## src/rtl/timer_pkg.sv

```systemverilog
// Shared definitions for the timer subsystem: flag bit positions, default
// counter geometry and a helper that yields the all-ones count for a width.
package timer_pkg;

  // Bit positions of the three status flags, shared with the register block.
  localparam int FLG_OVF = 0;
  localparam int FLG_UDF = 1;
  localparam int FLG_CMP = 2;

  // Default geometry shared by the prescaler, counter and register blocks.
  localparam int TIMER_WIDTH_DEF   = 8;
  localparam int TIMER_RST_VAL_DEF = 0;

  // Largest unsigned value representable in `width` bits (width 1..32).
  function automatic logic [31:0] MAX_CNT(input int unsigned width);
    return 32'hFFFF_FFFF >> (32 - width);
  endfunction

endpackage

```

## src/rtl/timer_sticky_flag.sv

```systemverilog
// Sticky status flag: set has priority over clear so that an event arriving
// on the same edge as a software clear is never lost.
module timer_sticky_flag (
  input  logic clk,
  input  logic rst_n,
  input  logic set,
  input  logic clr,
  output logic flag
);

  // Hold the flag until cleared; a simultaneous set keeps it high.
  always_ff @(posedge clk or negedge rst_n) begin
    if (!rst_n)
      flag <= 1'b0;
    else if (set)
      flag <= 1'b1;
    else if (clr)
      flag <= 1'b0;
  end

endmodule

```

## src/rtl/timer_counter_n.sv

```systemverilog
// Parametrised N-bit up/down timer counter with optional auto-reload on wrap,
// sticky overflow/underflow/compare flags and a readable count value.
// Optional interrupt output is built when TIMER_COUNTER_IRQ_EN is defined.
module timer_counter_n
  import timer_pkg::*;
#(
  parameter int              WIDTH   = TIMER_WIDTH_DEF,
  parameter logic [WIDTH-1:0] RST_VAL = WIDTH'(TIMER_RST_VAL_DEF)
) (
  input  logic             clk,
  input  logic             rst_n,
  input  logic             clk_ena,
  input  logic [WIDTH-1:0] start_counter,
  input  logic [WIDTH-1:0] compare_val,
  input  logic             up_down,
  input  logic             load,
  input  logic             enable,
  input  logic             auto_reload,
  input  logic             clr_overflow,
  input  logic             clr_underflow,
  input  logic             clr_compare,
  output logic [WIDTH-1:0] cnt_value,
  output logic             overflow,
  output logic             underflow,
  output logic             compare_match
`ifdef TIMER_COUNTER_IRQ_EN
  ,
  input  logic [2:0]       irq_mask,
  output logic             irq
`endif
);

  localparam logic [WIDTH-1:0] MAX_VAL = WIDTH'(MAX_CNT(WIDTH));

  logic [WIDTH-1:0] reg_TCNT;
  logic [WIDTH-1:0] next_cnt;
  logic             step;
  logic [2:0]       flag_set;
  logic [2:0]       flag_clr;
  logic [2:0]       flags;

  // Next-count selection: load beats counting, wraps go to reload or the far end.
  always_comb begin
    next_cnt = reg_TCNT;
    flag_set = 3'b000;
    step     = enable & clk_ena & ~load;
    if (load) begin
      next_cnt = start_counter;
    end else if (step) begin
      if (up_down) begin
        if (reg_TCNT == MAX_VAL) begin
          next_cnt          = auto_reload ? start_counter : '0;
          flag_set[FLG_OVF] = 1'b1;
        end else begin
          next_cnt = reg_TCNT + 1'b1;
        end
      end else begin
        if (reg_TCNT == '0) begin
          next_cnt          = auto_reload ? start_counter : MAX_VAL;
          flag_set[FLG_UDF] = 1'b1;
        end else begin
          next_cnt = reg_TCNT - 1'b1;
        end
      end
      flag_set[FLG_CMP] = (next_cnt == compare_val);
    end
  end

  // Count register.
  always_ff @(posedge clk or negedge rst_n) begin
    if (!rst_n)
      reg_TCNT <= RST_VAL;
    else
      reg_TCNT <= next_cnt;
  end

  assign flag_clr[FLG_OVF] = clr_overflow;
  assign flag_clr[FLG_UDF] = clr_underflow;
  assign flag_clr[FLG_CMP] = clr_compare;

  for (genvar g = 0; g < 3; g++) begin : g_flag
    timer_sticky_flag u_flag (
      .clk   (clk),
      .rst_n (rst_n),
      .set   (flag_set[g]),
      .clr   (flag_clr[g]),
      .flag  (flags[g])
    );
  end

  assign cnt_value     = reg_TCNT;
  assign overflow      = flags[FLG_OVF];
  assign underflow     = flags[FLG_UDF];
  assign compare_match = flags[FLG_CMP];

`ifdef TIMER_COUNTER_IRQ_EN
  // Registered interrupt: any unmasked flag raises irq one clock later.
  always_ff @(posedge clk or negedge rst_n) begin
    if (!rst_n)
      irq <= 1'b0;
    else
      irq <= |(irq_mask & flags);
  end
`endif

endmodule
```

## config.mk

```make
export PLATFORM = sky130hd
export DESIGN_NAME = timer_counter_n
export DESIGN_NICKNAME = d
export VERILOG_FILES = /design/src/rtl/timer_pkg.sv /design/src/rtl/timer_sticky_flag.sv /design/src/rtl/timer_counter_n.sv
export SDC_FILE = /design/constraint.sdc
export NUM_CORES = 1
export LEC_CHECK = 0
export CAP_MARGIN = 40
export CORE_MARGIN = 5
export CORE_UTILIZATION = 42
export DETAILED_ROUTE_END_ITERATION = 8
export PLACE_DENSITY = 0.76
export SLEW_MARGIN = 20
export SYNTH_ARGS = -nofsm -noshare
export SYNTH_HDL_FRONTEND = slang
export SYNTH_SLANG_ARGS = --single-unit
```

## constraint.sdc

```tcl
create_clock -name clk -period 2.9 [get_ports clk]
set_clock_uncertainty 0.1 [all_clocks]
set_input_delay 0.29 -clock clk [delete_from_list [all_inputs] [get_ports clk]]
set_output_delay 0.29 -clock clk [all_outputs]
set_load 0.05 [all_outputs]
```

# Word level (Yosys, flattened, before mapping)
# Cells that the tools add are included.
[word_totals]
ff_bits = 11
latchBits = 0
mem_bits_rw = 0
rom_bits = 0
elab_cells = 37
memories = 0
[op_classes]
n_addsub = 2
mul = 0
div_mod_pow = 0
n_lt_le_gt_ge = 0
n_eq_ne = 2
shift = 0
mux = 21
n_bitwise = 3
reduce_logical = 5
[op_table]
columns = ["op", "count"]
rows = [
  ["8-bit two-way mux", 9],
  ["1-bit two-way mux", 10],
  ["8-bit by 1-bit adder with 8-bit output (second input constant)", 1],
  ["8-bit == test", 1],
  ["8-bit == test (second input constant)", 1],
  ["8-bit zero test", 1],
  ["2-bit nonzero test", 4],
  ["8-bit by 1-bit subtractor with 8-bit output (second input constant)", 1],
  ["3-bit two-way mux", 2],
  ["1-bit AND", 2],
  ["1-bit NOT", 1],
]

# Longest topological paths before layout
# Gate-level depths: netlist of the first run.
[logic_depth]
depth_word = 9
depth_mapped = 10
mapped_depth_nobuf = 9

# Modules after synthesis
# From an unflattened synthesis of the first run, not the netlist that was laid out.
[hier_totals]
hier_cells = 153
area_unflattened_um2 = 1213.7
[by_module_without_submodules]
columns = ["module", "instances", "cells_per_inst", "area_per_inst_um2", "seq_area_each_um2"]
rows = [
  ["timer_counter_n", 1, 144, 1104.8, 200.2],
  ["timer_sticky_flag", 3, 3, 36.3, 25.0],
]

# Worst setup path after synthesis of the first run
# No wires, ideal clock.
[synth_timing]
path_type = "register to register"
startpoint = "register reg_TCNT[0], in the netlist cnt_value[0]"
endpoint = "register g_flag[2].u_flag.flag"
setup_ns = 0.096
arrival_ns = 2.933
required_ns = 2.704
path_slack_ns = -0.229
stages_incl_launch_ff = 11
path_cell_list = "dfrtp_1 clkbuf_1 inv_1 ha_1 or4b_4 or4_4 or3_1 o2111ai_2 xor2_1 nand4_1 o32ai_2"
[synth_via]
elab_chain_cells = 9
elab_cells_between_ends = 14
classes_between = "2 x add/sub; 2 x eq/ne; 8 x mux; 2 x reduce/logical"
[synth_rtl]
columns = ["element", "line", "text"]
rows = [
  ["start: declaration", "timer_counter_n.sv:35", "logic [WIDTH-1:0] reg_TCNT;"],
  ["start signal: assignment", "timer_counter_n.sv:74", "reg_TCNT <= next_cnt;"],
  ["8-bit by 1-bit subtractor with 8-bit output, or another cell as far along", "timer_counter_n.sv:62", "next_cnt = reg_TCNT - 1'b1;"],
  ["8-bit two-way mux (on tied branches)", "timer_counter_n.sv:58, timer_counter_n.sv:51", ""],
  ["8-bit two-way mux *", "timer_counter_n.sv:50", "if (up_down) begin"],
  ["8-bit two-way mux *", "timer_counter_n.sv:49", "end else if (step) begin"],
  ["8-bit two-way mux *", "timer_counter_n.sv:47", "if (load) begin"],
  ["8-bit == test *", "timer_counter_n.sv:65", "flag_set[FLG_CMP] = (next_cnt == compare_val);"],
  ["3-bit two-way mux *", "timer_counter_n.sv:49", ""],
  ["3-bit two-way mux *", "timer_counter_n.sv:47", ""],
  ["1-bit two-way mux or 2-bit nonzero test (tied branches)", "--", ""],
  ["end signal: assignment", "timer_sticky_flag.sv:14", "flag <= 1'b0;"],
  ["end signal: assignment", "timer_sticky_flag.sv:16", "flag <= 1'b1;"],
  ["end signal: assignment", "timer_sticky_flag.sv:18", "flag <= 1'b0;"],
  ["end: declaration", "timer_sticky_flag.sv:8", "output logic flag"],
]
# Mark *: on every way between the ends. The rest lies on a longest branch, timed or not. The select of a mux whose other input is x is not followed.
# A chain may end at the register's enable or synchronous reset.

# Worst setup path in the final report of the first run
# Ends and elaborated chain as after synthesis.

==> impl_metrics.json, run 1 <==
{
  "grt_use_met1_pct": 23.9,
  "internal-power_mw": 0.366,
  "grt_pass1_wl_um": 6300,
  "critPathMaxFanout": 5,
  "vdd_drop_max_v": 0.000245,
  "final_cells": 224,
  "setup_viol": 0,
  "gr-total-overflow": 0,
  "cp-end-kind": "register",
  "yosysTopAreaCell": "dfrtp_1",
  "clk_pin_slew_ns": 0.08,
  "fmax_ghz": 0.355,
  "dieHeight_um": 64.0,
  "first_pass_iters": 4,
  "finalCritPeriodShare_pct": 97.1,
  "synthCells": 157,
  "drt-initial-drc-count": 78,
  "start_util_pct": 43.9,
  "worst_path_max_delay_cell": "or4b_4",
  "yosys_most_used_dff": "dfrtp_1",
  "path_cells": "inv_2, ha_1, or4b_4, or4_4, or3_4, o2111ai_4, xor2_1, nand4_1, o32ai_2",
  "synth_edf_count": 0,
  "grt_pass1_vias": 1330,
  "htree_levels": 1,
  "drt-vias-per-instance": 6.10,
  "grt_max_degree": 18,
  "path_class": "register to register",
  "antenna_cells": 0,
  "ys_types": 41,
  "reg2reg_depth": 9,
  "dp_hpwl_um": 2940,
  "yosysWarnings": 0,
  "synth_nets": 186,
  "cts_tree": "done",
  "p_total_mw": 0.633,
  "cts_root_buf": "clkbuf_4",
  "swShare_pct": 42.2,
  "antenna_found_initial": 0,
  "cp_top_family": "simple AND/OR/NAND/NOR gates",
  "avgSynthCellArea_um2": 7.79,
  "wl_per_cell_um": 16.8,
  "clock_latency_ns": 0.28,
  "utilization_pct": 60.3,
  "reg2reg_from": "cnt_value[0]$_DFFE_PN0P_",
  "p_switching_mw": 0.267,
  "worst_setup_path_start_kind": "register",
  "synth_top_area_share_pct": 22.5,
  "area_delta_synth_final_pct": 37.2,
  "cts_buffers": 3,
  "slew_headroom_pct": 47.1,
  "io_pins": 37,
  "fin_hold_ws_ns": 0.276,
  "p_clk_share_pct": 17.7,
  "grtUsageMet3_pct": 3.50,
  "required_ns": 2.99,
  "r2r_end": "g_flag[2].u_flag.flag$_DFFE_PN0P_",
  "async_flop_share_pct": 100,
  "ys_seq_elements": 11,
  "nets": 223,
  "cp_slowest_stage_delay_ns": 0.50,
  "r2r_slack_ns": 0.08,
  "grt_util_met2_pct": 31.8,
  "synthTopCellsByArea": "dfrtp_1, mux2i_1, xor2_1",
  "pwr-share-seq_pct": 29.2,
  "cts_buffer_depth": 2,
  "syn_area_mm2": 0.00122,
  "dieArea_mm2": 0.00409,
  "maxSlewViolCount": 0,
  "place_congestion": 0.935,
  "vias": 1366,
  "ant_nets": 0,
  "cellPowerDensity_mw_per_mm2": 377,
  "core.rowCount": 19,
  "route.detailed.drc": 0,
  "max-cap-violations": 0,
  "drt_wl_total_um": 3770,
  "grt_setup_unrepaired": "true",
  "drive_gt1_share_pct": 14.0,
  "status": "finished clean",
  "yosysSeqAreaShare_pct": 22.5,
  "cts_sinks": 11,
  "grt_busiest_layer": "met2",
  "fillers": 249,
  "gr-usage-all-layers_pct": 19.0,
  "holdCritPathClass": "primary input to async pin",
  "pwr-share-comb_pct": 53.1,
  "critPathBufInv": 1,
  "dpl.cell_count": 220,
  "hold_viol_final": 0,
  "p_leak_nw": 0.679,
  "fp.dieW_um": 64.0,
  "tightest_slew_ns": 0.790,
  "critPathArrivalTime_ns": 2.90,
  "numPortBuffers": 36,
  "fin_setup_tns_ns": 0,
  "core_mm2": 0.00278,
  "crit_start": "cnt_value[0]$_DFFE_PN0P_",
  "min_period_ns": 2.82
}
-- worst register-to-register path: stages, from the launching register on --
cell       delay (ns)
dfrtp_2          0.41
inv_2            0.06
ha_1             0.12
or4b_4           0.50
or4_4            0.48
or3_4            0.36
o2111ai_4        0.21
xor2_1           0.17
nand4_1          0.11
o32ai_2          0.21
-- cell families (layout without fill, tap and decap cells) --
family | Yosys count | after routing | synth area share (%)
buffers and inverters | 24 | 60 | 8.09
and+or+nand+nor | 52 | 52 | 23.0
adders and majority gates | 3 | 3 | 3.07
xor gates and xnor gates | 12 | 12 | 8.60
muxes | 13 | 13 | 10.8
AOI/OAI and AO/OA | 42 | 42 | 23.8
DFF | 11 | 11 | 22.5
-- stage by stage --
step                      setup WS [ns]  instance area, µm²
final                            0.0827                1680
after global routing            -0.0267                1680
after CTS                        0.0556                1660
after detailed placement         0.0777                1630
after global placement            0.155                1630
after floorplan                 -0.0929                1240
-- sequential cells by signal, indices dropped and copies added, names as in the netlist --
signal	flops
cnt_value	8
g_flag.u_flag.flag	3
-- power by group through the flow --
stage / Clock (mW) / Sequential [mW] / Combinational, mW
floorplan: 0 / 0.225 / 0.176
global placement: 0 / 0.188 / 0.323
detailed placement: 0 / 0.187 / 0.328
CTS: 0.111 / 0.184 / 0.329
global route: 0.122 / 0.188 / 0.363
finish: 0.112 / 0.185 / 0.336
-- layer usage --
layer,share of wire [%],up-vias
met5,0,-
met4,2.3,0
met3,9.7,12
met2,50,75
met1,38,638
li1,-,641
-- repair_timing --
item | 4_1_cts | 5_1_grt
hold buffers | 0 | 0
resized for setup | 0 | 4
endpoints found under the setup margin | 0 | 1
buffers inserted | 0 | 0
-- cells in the mapped netlist (2+ instances only) --
library cell,n
o21ai_1,3
inv_1,11
xor2_1,8
nor2_1,11
o21ai_0,12
nand2_1,16
nand4_1,4
xnor2_1,4
nand2b_1,2
nand3_1,6
a22o_1,2
mux2_2,2
a21oi_1,7
buf_1,2
clkbuf_1,9
mux2i_1,11
dfrtp_1,11
ha_1,3
a31oi_1,5
o41ai_1,3
or3_1,5
-- placed cells by master, fill, tap and decap left out, types with 4 or more instances in the layout --
cell type,synthesis,layout
xor2_1,8,8
inv_1,11,9
nor2_1,11,11
clkdlybuf4s50_1,0,36
dfrtp_1,11,9
or3_1,5,4
nand2_1,16,16
a21oi_1,7,7
xnor2_1,4,4
a31oi_1,5,5
nand4_1,4,4
buf_4,0,9
nand3_1,6,6
mux2i_1,11,11
o21ai_0,12,12
-- cell type report --
type	instances	area (µm²)	area share [%]
timing repair buffer	45	428	25.5
clock buffer	4	26.3	1.57
multi-input combinational	122	865	51.6
inverter	11	41.3	2.46
tap	31	38.8	2.31
sequential	11	278	16.6
-- worst max-delay path by stage --
stage                                             end  slack, ns  cells after the start
floorplan           g_flag[2].u_flag.flag$_DFFE_PN0P_      -0.09                     10
global placement    g_flag[2].u_flag.flag$_DFFE_PN0P_       0.16                      9
detailed placement  g_flag[2].u_flag.flag$_DFFE_PN0P_       0.08                      9
CTS                 g_flag[2].u_flag.flag$_DFFE_PN0P_       0.06                      9
global route        g_flag[2].u_flag.flag$_DFFE_PN0P_      -0.03                      9
finish              g_flag[2].u_flag.flag$_DFFE_PN0P_       0.08                      9
Note: power is estimated with default switching activity, not from simulation.
==> inputs of run 2 (changes only) <==
--- a/config.mk
+++ b/config.mk
@@ -5,6 +5,7 @@
 export SDC_FILE = /design/constraint.sdc
 export NUM_CORES = 1
 export LEC_CHECK = 0
+export ABC_CLOCK_PERIOD_IN_PS = 2900
 export CAP_MARGIN = 40
 export CORE_MARGIN = 5
 export CORE_UTILIZATION = 42
==> results of run 2 <==
The final DEF is identical to that of run 1; final timing and power are the same.
==> inputs of run 3 (changes only) <==
--- a/config.mk
+++ b/config.mk
@@ -6,8 +6,7 @@
 export NUM_CORES = 1
 export LEC_CHECK = 0
 export ABC_CLOCK_PERIOD_IN_PS = 2900
-export CAP_MARGIN = 40
-export CORE_MARGIN = 5
+export CORE_MARGIN = 2
 export CORE_UTILIZATION = 42
 export DETAILED_ROUTE_END_ITERATION = 8
 export PLACE_DENSITY = 0.76
==> run 3 against run 2 <==
  * Largest cell class unchanged
  * Sequential share of layout area grew 0.087 points
  * Combinational power fell by 3%
  * Non-clock buffer count grew 1
  * Core utilization increased by 0.20 points
  * Via count decreased by 2.9%
  * Register-to-register slack about the same
  * Highest routed layer unchanged
  * Global-route usage is 3.5 points higher
  * Cell area fell by 0.52%
  * Wire length fell by 9.0%
==> impl_metrics.json, run 3 (synthesis results as in run 1) <==
{
  "holdCritPathClass": "primary input to async pin",
  "path_class": "register to register",
  "wl_per_cell_um": 15.2,
  "cp-end-kind": "register",
  "fp.dieW_um": 58.0,
  "cp_slowest_stage_delay_ns": 0.50,
  "cts_sinks": 11,
  "worst_setup_path_start_kind": "register",
  "max-cap-violations": 0,
  "cts_setup_buffers": 0,
  "vdd_drop_max_v": 0.000298,
  "drt-initial-drc-count": 54,
  "critPathMaxFanout": 5,
  "nets": 224,
  "hold_viol_final": 0,
  "slew_headroom_pct": 53.0,
  "place_congestion": 0.918,
  "grt_max_degree": 18,
  "antenna_cells": 0,
  "first_pass_iters": 4,
  "post-place-ws_ns": 0.0749,
  "drt-vias-per-instance": 5.89,
  "dieHeight_um": 58.0,
  "worst_path_max_delay_cell": "or4b_4",
  "ant_nets": 0,
  "clk_pin_slew_ns": 0.08,
  "cts_tree": "done",
  "setup_viol": 0,
  "final_cell_mix": "clkdlybuf4s50_1, nand2_1, o21ai_0",
  "drive_gt1_share_pct": 12.9,
  "route.detailed.drc": 0,
  "maxSlewViolCount": 0,
  "gr-usage-all-layers_pct": 22.5,
  "layout_setup_ws_ns": 0.0758,
  "grt_setup_unrepaired": "true",
  "start_util_pct": 44.3,
  "gr-total-overflow": 0,
  "finalCritPeriodShare_pct": 97.4,
  "largest_reg_flops": 8,
  "dpl.cell_count": 221,
  "grt_pass1_vias": 1238,
  "core.rowCount": 19,
  "dieArea_mm2": 0.00336,
  "cellPowerDensity_mw_per_mm2": 375,
  "fmax_ghz": 0.354,
  "cts_root_buf": "clkbuf_4",
  "clock_latency_ns": 0.27,
  "status": "finished clean",
  "cts_resized": 0,
  "fin_setup_tns_ns": 0,
  "dp_hpwl_um": 2680,
  "core_mm2": 0.00276,
  "numPortBuffers": 36,
  "critPathArrivalTime_ns": 2.91,
  "htree_levels": 1,
  "antenna_found_initial": 0,
  "fillers": 251,
  "min_period_ns": 2.82,
  "grt_pass1_wl_um": 5840,
  "tightest_slew_ns": 0.703,
  "vias": 1326,
  "final_common_cell": "clkdlybuf4s50_1",
  "reg2reg_depth": 9,
  "hold_buffers": 0,
  "path_cells": "inv_1, ha_1, or4b_4, or4_4, or3_1, o2111ai_2, xor2_1, nand4_1, o32ai_2",
  "drt_wl_total_um": 3430,
  "io_pins": 37,
  "cts_buffers": 3,
  "p_leak_nw": 0.684,
  "cts_buffer_depth": 2,
  "area_delta_synth_final_pct": 36.4,
  "required_ns": 2.99,
  "final_cells": 225
}
## run 3: cell types whose count changed in the layout (fill, tap and decap cells not counted)
| cell | before | now |
|---|---|---|
| or3_4 | 1 | 0 |
| or3_1 | 4 | 5 |
| inv_2 | 2 | 0 |
| o2111ai_2 | 0 | 1 |
| inv_1 | 9 | 11 |
| o2111ai_4 | 1 | 0 |
| buf_4 | 9 | 10 |
## run 3: worst max-delay path: cells and delay by family (launching register included)
family / cells / cell delay (ns)
AO/OA/AOI/OAI: 2 / 0.41
XOR/XNOR: 1 / 0.17
adder cells (fa/ha/maj): 1 / 0.14
buffers and inverters: 1 / 0.08
flip-flops: 1 / 0.40
AND/OR/NAND/NOR: 4 / 1.44
## run 3: worst paths after layout
path / start / endpoint / slack, ns
worst max-delay path: cnt_value[0]$_DFFE_PN0P_ / g_flag[2].u_flag.flag$_DFFE_PN0P_ / 0.08
worst min-delay path: rst_n / g_flag[0].u_flag.flag$_DFFE_PN0P_ / 0.27
worst max register to register: cnt_value[0]$_DFFE_PN0P_ / g_flag[2].u_flag.flag$_DFFE_PN0P_ / 0.08
worst min register to register: g_flag[1].u_flag.flag$_DFFE_PN0P_ / g_flag[1].u_flag.flag$_DFFE_PN0P_ / 0.40
max in group asynchronous: rst_n / cnt_value[0]$_DFFE_PN0P_ / 2.04
min in group clk: g_flag[1].u_flag.flag$_DFFE_PN0P_ / g_flag[1].u_flag.flag$_DFFE_PN0P_ / 0.40
## run 3: where the power goes
part / switching, mW / leakage [nW] / total [mW] / internal, mW
sequential: 0.0185 / 0.137 / 0.185 / 0.166
combinational: 0.183 / 0.532 / 0.327 / 0.144
clock: 0.0594 / 0.0150 / 0.113 / 0.0533
## run 3: final cells by class
type                            instances  area [µm²]  share of cell area (%)
Sequential cell                        11         278                    16.7
Multi-Input combinational cell        122         848                    50.9
Clock buffer                            4        26.3                    1.58
Tap cell                               31        38.8                    2.33
Timing Repair Buffer                   46         435                    26.1
Inverter                               11        41.3                    2.48
## run 3: per-stage QoR
stage / total power [mW] / cell area, µm² / utilization, % / hold WS, ns
after detailed placement: 0.513 / 1640 / 59.5 / 0.376
after global placement: 0.510 / 1640 / 59.5 / 0.397
after floorplan: 0.401 / 1240 / - / -0.106
after CTS: 0.625 / 1670 / 60.5 / 0.287
after global routing: 0.665 / 1670 / 60.5 / 0.307
final: 0.625 / 1670 / 60.5 / 0.267
## run 3: layer usage
layer	routed length (µm)	track usage, %
met5	0	0
met4	29	5.32
met3	254	3.57
met2	1750	40.1
met1	1400	28.4
